$ cat src/rtl/smoldvi_pkg.sv
// Shared smoldvi constants: TMDS control tokens, symbol width and
// symbol framing used by the lane serialisers and clock driver.
package smoldvi_pkg;

   localparam int SYMBOL_W  = 10;
   localparam int PHASE_MAX = 4;

   // TMDS control tokens indexed by {c1,c0}.
   localparam logic [SYMBOL_W-1:0] TMDS_CTRL_00 = 10'b1101010100;
   localparam logic [SYMBOL_W-1:0] TMDS_CTRL_01 = 10'b0010101011;
   localparam logic [SYMBOL_W-1:0] TMDS_CTRL_10 = 10'b0101010100;
   localparam logic [SYMBOL_W-1:0] TMDS_CTRL_11 = 10'b1010101011;

   localparam logic [SYMBOL_W-1:0] IDLE_SYMBOL_DEFAULT = TMDS_CTRL_00;

   localparam logic [2:0] PH_FIRST = 3'd0;
   localparam logic [2:0] PH_LAST  = 3'(PHASE_MAX);

endpackage

$ cat src/rtl/smoldvi_ddr_out.sv
// Registered DDR pair feeding the p/n output ODDRs of one lane.
// Polarity swap is done by inversion so both pads stay symmetric.
module smoldvi_ddr_out #(
   parameter bit INVERT = 1'b0
) (
   input  logic       clk_i,
   input  logic       rst_i,
   input  logic [1:0] d_i,
   output logic [1:0] p_o,
   output logic [1:0] n_o
);

   logic [1:0] p_q;
   logic [1:0] p_d;

   always_comb begin
      p_d = d_i ^ {2{INVERT}};
   end

   always_ff @(posedge clk_i or posedge rst_i) begin
      if (rst_i) p_q <= {2{INVERT}};
      else       p_q <= p_d;
   end

   assign p_o = p_q;
   assign n_o = ~p_q;

endmodule

$ cat src/rtl/smoldvi_tmds_serialiser.sv
// Data-lane TMDS serialiser: one 10-bit symbol per 5 clk_x5 cycles,
// emitted as 2-bit DDR pairs, with a single symbol of buffering.
module smoldvi_tmds_serialiser
   import smoldvi_pkg::*;
#(
   parameter logic [SYMBOL_W-1:0] IDLE_SYMBOL    = IDLE_SYMBOL_DEFAULT,
   parameter bit                  INVERT         = 1'b0,
   parameter int                  UNDERRUN_CNT_W = 8
) (
   input  logic                      clk_x5,
   input  logic                      rst_x5,
   input  logic [SYMBOL_W-1:0]       in_data,
   input  logic                      in_valid,
   output logic                      in_ready,
   output logic [1:0]                dp,
   output logic [1:0]                dn,
   output logic                      sym_start,
   output logic                      underrun,
   input  logic                      underrun_clr,
   output logic [UNDERRUN_CNT_W-1:0] underrun_cnt
);

   localparam logic [UNDERRUN_CNT_W-1:0] CNT_ONE = 1;

   logic [2:0]                phase_q, phase_d;
   logic [SYMBOL_W-1:0]       sr_q, sr_d;
   logic [SYMBOL_W-1:0]       buf_q, buf_d;
   logic                      buf_valid_q, buf_valid_d;
   logic                      sym_start_q, sym_start_d;
   logic                      underrun_q, underrun_d;
   logic [UNDERRUN_CNT_W-1:0] cnt_q, cnt_d;

   logic boundary;
   logic xfer;
   logic urun_evt;

   always_comb begin
      boundary = (phase_q == PH_LAST);
      in_ready = !buf_valid_q || boundary;
      xfer     = in_valid && in_ready;
      urun_evt = boundary && !buf_valid_q;

      // Out-of-range phases fold back to 0 so framing self-recovers.
      phase_d = (phase_q >= PH_LAST) ? PH_FIRST : phase_q + 3'd1;

      sr_d = sr_q >> 2;
      if (boundary) sr_d = buf_valid_q ? buf_q : IDLE_SYMBOL;

      buf_d       = buf_q;
      buf_valid_d = buf_valid_q;
      if (xfer) begin
         buf_d       = in_data;
         buf_valid_d = 1'b1;
      end else if (boundary) begin
         buf_valid_d = 1'b0;
      end

      sym_start_d = (phase_q == PH_FIRST);

      // An underrun in the same cycle as a clear still gets recorded.
      underrun_d = underrun_q;
      cnt_d      = cnt_q;
      if (urun_evt) begin
         underrun_d = 1'b1;
         if (underrun_clr) cnt_d = CNT_ONE;
         else if (!(&cnt_q)) cnt_d = cnt_q + CNT_ONE;
      end else if (underrun_clr) begin
         underrun_d = 1'b0;
         cnt_d      = '0;
      end
   end

   always_ff @(posedge clk_x5 or posedge rst_x5) begin
      if (rst_x5) begin
         phase_q     <= PH_FIRST;
         sr_q        <= IDLE_SYMBOL;
         buf_q       <= '0;
         buf_valid_q <= 1'b0;
         sym_start_q <= 1'b0;
         underrun_q  <= 1'b0;
         cnt_q       <= '0;
      end else begin
         phase_q     <= phase_d;
         sr_q        <= sr_d;
         buf_q       <= buf_d;
         buf_valid_q <= buf_valid_d;
         sym_start_q <= sym_start_d;
         underrun_q  <= underrun_d;
         cnt_q       <= cnt_d;
      end
   end

   smoldvi_ddr_out #(
      .INVERT (INVERT)
   ) u_ddr_out (
      .clk_i (clk_x5),
      .rst_i (rst_x5),
      .d_i   (sr_q[1:0]),
      .p_o   (dp),
      .n_o   (dn)
   );

   assign sym_start    = sym_start_q;
   assign underrun     = underrun_q;
   assign underrun_cnt = cnt_q;

endmodule

$ cat config.mk
export PLATFORM = sky130hd
export DESIGN_NAME = smoldvi_tmds_serialiser
export DESIGN_NICKNAME = d
export VERILOG_FILES = /design/src/rtl/smoldvi_pkg.sv /design/src/rtl/smoldvi_ddr_out.sv /design/src/rtl/smoldvi_tmds_serialiser.sv
export SDC_FILE = /design/constraint.sdc
export NUM_CORES = 1
export LEC_CHECK = 0
export CORE_MARGIN = 2
export CORE_UTILIZATION = 40
export DETAILED_ROUTE_END_ITERATION = 7
export PLACE_DENSITY = 0.67
export SYNTH_ARGS = -nofsm -noshare
export SYNTH_HDL_FRONTEND = slang
export SYNTH_SLANG_ARGS = --single-unit
$ cat constraint.sdc
create_clock -name clk_x5 -period 1.95 [get_ports clk_x5]
set_input_delay 0.39 -clock clk_x5 [delete_from_list [all_inputs] [get_ports clk_x5]]
set_output_delay 0.39 -clock clk_x5 [all_outputs]
set_load 0.05 [all_outputs]
==> results of run 1 <==
[flip-flops by register name (all words and copies together) (netlist names)]
name,count
buf_q,10
sr_q,10
underrun_cnt,8
phase_q,3
u_ddr_out.p_o,2
buf_valid_q,1
sym_start,1
underrun,1
[Yosys cell counts]
cell      count  area, um^2
a21oi_1       3        15.0
a41oi_1       1        8.76
and2b_2       3        26.3
and3_1        2        12.5
and3b_1       1        8.76
buf_4         2        15.0
clkbuf_1      2        7.51
dfrtp_1      31         776
dfstp_2       5         131
ha_1          3        37.5
inv_1         9        33.8
mux2_4       10         150
mux2i_1       3        30.0
nand2_1      16        60.1
nand2_2       2        12.5
nand2_4       1        11.3
nand2_8       1        20.0
nand2b_1      1        6.26
nand3_1       2        10.0
nand3b_1      2        15.0
nand4_2       1        12.5
nor2_1        6        22.5
nor2b_1       3        18.8
nor3_1        2        10.0
nor3_2        1        10.0
nor3_4        1        16.3
nor3b_2       1        12.5
nor4b_2       1        15.0
o211ai_1      2        15.0
o21ai_0      10        50.1
o21ai_2       1        8.76
o21bai_1      1        7.51
o311ai_1      1        8.76
xor2_1        2        17.5
[logic make-up (layout without fill, tap and decap cells)]
kind of cell	Yosys count	count (layout)	synth area share, %
flip-flops	36	36	56.2
multiplexers	13	13	11.2
AND/OR/NAND/NOR	47	47	18.6
XOR/XNOR	2	2	1.09
buffers and inverters	13	48	3.49
adder cells (fa/ha/maj)	3	3	2.33
AO/OA/AOI/OAI	19	19	7.06
[worst paths after layout]
kind / to / slack, ps
min: u_ddr_out.p_o[0] / 350
max reg2reg: underrun_cnt[6] / 340
min reg2reg: u_ddr_out.p_o[0] / 350
min in group asynchronous: underrun_cnt[7] / 510
max in group asynchronous: sr_q[9] / 1100
max: underrun_cnt[4] / 40
[per-layer routing]
layer	vias to the layer above	global-route usage, %	share of wire, %
li1	517	-	-
met4	0	6.89	2.0
met1	500	16.3	47
met3	6	5.50	6.7
met2	34	21.3	44
met5	-	0	0
[power by group through the flow]
stage	combinational [W]	sequential [W]	clock, W
after global routing	0.000222	0.000824	0.000686
after detailed placement	0.000209	0.000834	0
after global placement	0.000205	0.000831	0
after CTS	0.000209	0.000820	0.000658
final	0.000205	0.000820	0.000628
after floorplan	0.000117	0.000850	0
[cell type report]
| type | count | share of cell area [%] |
|---|---|---|
| inverter | 9 | 1.64 |
| sequential | 36 | 44.0 |
| tap | 50 | 3.04 |
| multi-input combinational | 84 | 31.5 |
| clock buffer | 6 | 3.52 |
| timing repair buffer | 31 | 14.6 |
| clock inverter | 2 | 1.70 |
[stage by stage]
stage          instances  utilization [%]  hold slack [ps]  worst slack [ps]  cell area, um^2
6_report             218             52.3              350              37.0             2060
5_1_grt              218             52.3              361              1.71             2060
4_1_cts              218             52.2              353              17.5             2060
3_5_place_dp         210             49.5              337               338             1950
3_3_place_gp         210             49.5              335               373             1950
2_1_floorplan        133                -              331               249             1610
==> impl_results.md, run 1 <==
* # fillers at 341
* Top Family by Delay on Critical Path: buffers and inverters
* Slowest cell on the critical path: clkdlybuf4s50_1
* Die Span Y at 67.5 um
* Grt ovf at 0
* RR Startpoint: phase_q[0]
* Vias in the first global route at 969
* Gate power share at 12.4%
* CP arrival at 1520 ps
* Tcrit/Tclk final at 98.1%
* Hold Fails Final Rpt at 0
* Sw Share at 22.8%
* Die Area at 0.00456 mm^2
* Clock skew at 2.84 ps
* Crit path time final at 1910 ps
* Clock Latency Late Sink at 290 ps
* Startpoint Class: flop
* Syn Std Cell Area at 0.00161 mm^2
* Rel. slew slack at 66.8%
* CTS tree: built
* VDD IR max at 0.000376 V
* Max Transition Viols Final at 0
* Avg WL per Cell at 12.3 um
* Nets at 184
* TNS Setup at 0 ps
* Share of layout cells above drive strength 1 at 26.8%
* Power density over the cells at 802 mW/mm^2
* Clock Path Buffers at 2
* Via count at 1057
* Cts bufs inserted at 5
* Clock Power Share at 38.0%
* Post-cts gate resize count at 0
* Register-to-Register Path Depth at 6
* Multi-input logic area at 649 um^2
* P_int at 0.00128 W
* H-tree levels at 2
* Starting density of the core at 40.9%
* Hold path start: sr_q[0]
* Critical-path cell list: clkdlybuf4s50_1
* Antenna diodes at 0
* Area growth, synth to finish at 27.8%
* Max_cap viols at 0
* Cell Rows at 23
* Psw at 0.000376 W
* Synth unique cells at 34
* Post-CTS setup repair buffer count at 0
* Boundary pin count at 29
* Gpl congestion at 0.747
* CP Depth at 1
* Largest net degree at the start of global routing at 37
* #FFs+latches synth at 36
* Pre-Repair DR Iteration Count at 4
* Final setup viols at 0
* Seq/Total Area, Yosys at 56.2%
* Critical path peak fanout at 4
* Static leakage at 0.972 nW
* Crit path kind: flop to primary output
* # DRC at 0
* Sink Count at 36
* Bufs and invs on worst path at 1
* Post-Route WL at 2690 um
* Antenna-violating nets left at 0
* Worst setup path start: underrun_cnt[4]
* Synth warn at 0
* Most frequent cells in the layout: dfrtp_1, clkdlybuf4s50_1, nand2_1
* Clock Pin Slew Worst Setup and Hold Paths at 70 ps
* Worst min path class: flop to flop
* Total Power at 0.00165 W
* Global-route wire length before repair at 4490 um
* Achievable Freq at 0.523 GHz
* Clk root buf: clkbuf_8
* Critical Path RT at 1560 ps
* Synth Area per Inst at 12.1 um^2
* Starting DRT DRC Count at 51
* Die X at 67.5 um
* Syn Nets at 150
* Register area at 907 um^2
* Hold_buf cts at 0
* CP endpoint kind: primary output
* Worst Max-Slew Pin Slew at 498 ps
* Detailed-route vias per instance at 4.85
* Initial antenna violation count at 0
* RSZ-0062 raised after global routing: no
* Most common cell after layout, fill and taps aside: dfrtp_1
* Post-DP HPWL at 1880 um
* Status: complete, no violations
* Gr usage total at 13.7%
* Critical path's largest stage delay at 830 ps
* WHS Path Cells at 0
* PortBufs at 28
* Core Region at 0.00394 mm^2
* Seq pwr share at 49.6%
* Synth Instances at 133
Note: power is estimated with default switching activity, not from simulation.
==> run 2: changes to the inputs <==
--- a/config.mk
+++ b/config.mk
@@ -8,7 +8,7 @@
 export CORE_MARGIN = 2
 export CORE_UTILIZATION = 40
 export DETAILED_ROUTE_END_ITERATION = 7
-export PLACE_DENSITY = 0.67
+export PLACE_DENSITY = 0.69
 export SYNTH_ARGS = -nofsm -noshare
 export SYNTH_HDL_FRONTEND = slang
 export SYNTH_SLANG_ARGS = --single-unit
==> constraint.sdc (replaced) <==
create_clock -name clk_x5 -period 1.7 [get_ports clk_x5]
set_input_delay 0.34 -clock clk_x5 [delete_from_list [all_inputs] [get_ports clk_x5]]
set_output_delay 0.34 -clock clk_x5 [all_outputs]
set_load 0.05 [all_outputs]
==> run 2 against run 1 <==
Net effect:
- clock power is 3.5% higher
- hold slack better by 7.6 ps
- global-route usage is 0.57 points higher
- final area hardly changed
- combinational power is 15% higher
- critical path depth is 4 higher
- clock skew is 2.3 ps higher
- flip-flop and latch count stayed put
- critical endpoint is now in_ready
==> impl_results.md, run 2 (same netlist as run 1, synthesis figures left out) <==
* Critical Path RT at 1360 ps (was 1560 ps)
* Startpoint Class: flop (unchanged)
* Multi-input logic area at 652 um^2 (was 649 um^2)
* TNS Setup at 0 ps (unchanged)
* Clock skew at 5.19 ps (was 2.84 ps)
* Hold_buf cts at 0 (unchanged)
* Hold path start: sr_q[1] (was sr_q[0])
* Antenna diodes at 0 (unchanged)
* Via count at 1049 (was 1057)
* Hold Fails Final Rpt at 0 (unchanged)
* Boundary pin count at 29 (unchanged)
* H-tree levels at 2 (unchanged)
* Share of layout cells above drive strength 1 at 32.7% (was 26.8%)
* Max_cap viols at 0 (unchanged)
* Vias in the first global route at 1095 (was 969)
* Detailed-route vias per instance at 4.81 (was 4.85)
* Antenna-violating nets left at 0 (unchanged)
* Achievable Freq at 0.615 GHz
* Largest net degree at the start of global routing at 37 (unchanged)
* Critical path's largest stage delay at 400 ps (was 830 ps)
* Gr usage total at 14.3% (was 13.7%)
* Die X at 67.5 um (unchanged)
* Most common cell after layout, fill and taps aside: dfrtp_1 (unchanged)
* # fillers at 355 (was 341)
* RR Startpoint: underrun_cnt[1] (was phase_q[0])
* Static leakage at 0.966 nW (was 0.972 nW)
* Final setup viols at 0 (unchanged)
* PortBufs at 28 (unchanged)
* Tcrit/Tclk final at 95.7%
* Post-Route WL at 2680 um (was 2690 um)
* Crit path time final at 1630 ps
* Sink Count at 36 (unchanged)
* # DRC at 0 (unchanged)
* Core Region at 0.00394 mm^2 (unchanged)
* Cts bufs inserted at 5 (unchanged)
* Register-to-Register Path Depth at 5 (was 6)
* Finished Layout Cells at 218 (unchanged)
* Starting density of the core at 40.9% (unchanged)
* Clk root buf: clkbuf_8 (unchanged)
* Placed cells at 210 (unchanged)
* Worst min path class: flop to flop (unchanged)
* Clock Path Buffers at 2 (unchanged)
* Clock Pin Slew Worst Setup and Hold Paths at 70 ps (about the same)
* R2R Path End: underrun_cnt[1] (was underrun_cnt[6])
* CP arrival at 1290 ps (was 1520 ps)
* Post-DP HPWL at 1970 um (was 1880 um)
* Worst Max-Slew Pin Slew at 374 ps (was 498 ps)
* CTS tree: built (unchanged)
* Slowest cell on the critical path: dfrtp_1 (was clkdlybuf4s50_1)
* Hold endpoint: u_ddr_out.p_o[1] (was u_ddr_out.p_o[0])
* Nets at 184 (unchanged)
* Critical-path cell list: inv_1 -> ha_2 -> nand2_2 -> nand2_4 -> buf_12 (was clkdlybuf4s50_1)
* Max Transition Viols Final at 0 (unchanged)
* Starting DRT DRC Count at 75 (was 51)
* Clock Latency Late Sink at 280 ps (was 290 ps)
* WHS Path Cells at 0 (unchanged)
* Global-route wire length before repair at 4730 um (was 4490 um)
* VDD IR max at 0.000518 V (was 0.000376 V)
* Cell Rows at 23 (unchanged)
* Grt ovf at 0 (unchanged)
* Die Span Y at 67.5 um (unchanged)
* Post-CTS setup repair buffer count at 0 (unchanged)
* Critical path peak fanout at 4 (unchanged)
* RSZ-0062 raised after global routing: no (unchanged)
* Status: complete, no violations (unchanged)
* Crit path kind: flop to primary output (unchanged)
* Area growth, synth to finish at 27.7% (was 27.8%)
* Most frequent cells in the layout: dfrtp_1, nand2_1, buf_4 (was dfrtp_1, clkdlybuf4s50_1, nand2_1)
* Rel. slew slack at 75.0% (was 66.8%)
* Register area at 908 um^2 (was 907 um^2)
* Power density over the cells at 887 mW/mm^2 (was 802 mW/mm^2)
* Pre-Repair DR Iteration Count at 2 (was 4)
* Die Area at 0.00456 mm^2 (unchanged)
* Gpl congestion at 0.783 (was 0.747)
* Avg WL per Cell at 12.3 um (about the same)
* CP endpoint kind: primary output (unchanged)
* Setup slack, reg-to-reg at 150 ps (was 340 ps)
* Initial antenna violation count at 0 (unchanged)
==> run 2: layout make-up <==
cell class	instances	share of cell area [%]
Sequential cell	36	44.1
Multi-Input combinational cell	84	31.7
Timing Repair Buffer	31	14.7
Clock buffer	8	4.86
Tap cell	50	3.04
Inverter	9	1.64
==> run 2: worst max path at each step <==
stage / start / to / slack [ps] / depth (start not counted)
after floorplan: underrun_cnt[1] / underrun_cnt[2] / 10 / 5
after global placement: in_valid / buf_q[1] / 200 / 3
after detailed placement: underrun_cnt[1] / underrun_cnt[2] / 140 / 5
after CTS: phase_q[0] / in_ready / 40 / 5
after global routing: phase_q[0] / in_ready / 1 / 5
final: phase_q[0] / in_ready / 70 / 5
==> run 2: report_power, final <==
part	switching (W)	internal (W)
combinational	0.000121	0.000114
clock	0.000281	0.000370
sequential	0.0000289	0.000914
total	0.000431	0.00140
==> run 2: worst max-delay path, delay by kind of cell (launching register included) <==
kind / cells / cell delay (ps)
flops: 1 / 400
buf+inv: 2 / 210
fa+ha+maj: 1 / 200
simple gates: 2 / 200
==> run 2: what timing repair did <==
item,CTS,global route
endpoints found under the setup margin,0,1
gates resized for setup,0,1
endpoints found under the hold margin,0,0
==> run 2: routing by layer <==
layer  GRT usage (%)  share of wire [%]  vias to the layer above
li1                -                  -                      511
met4            5.61                1.3                        0
met1            16.3                 42                      511
met2            24.3                 52                       23
met5               0                  0                        -
met3            5.17                5.2                        4
==> run 2: stage by stage <==
stage	total power (W)	worst slack, ps	util (%)	hold WS [ps]	instance area (um^2)
6_report	0.00183	73.5	52.2	358	2060
5_1_grt	0.00191	1.41	52.2	377	2060
4_1_cts	0.00185	38.1	52.2	362	2060
3_5_place_dp	0.00120	143	49.6	343	1960
3_3_place_gp	0.00119	202	49.6	339	1960
2_1_floorplan	0.00111	11.7	-	331	1610
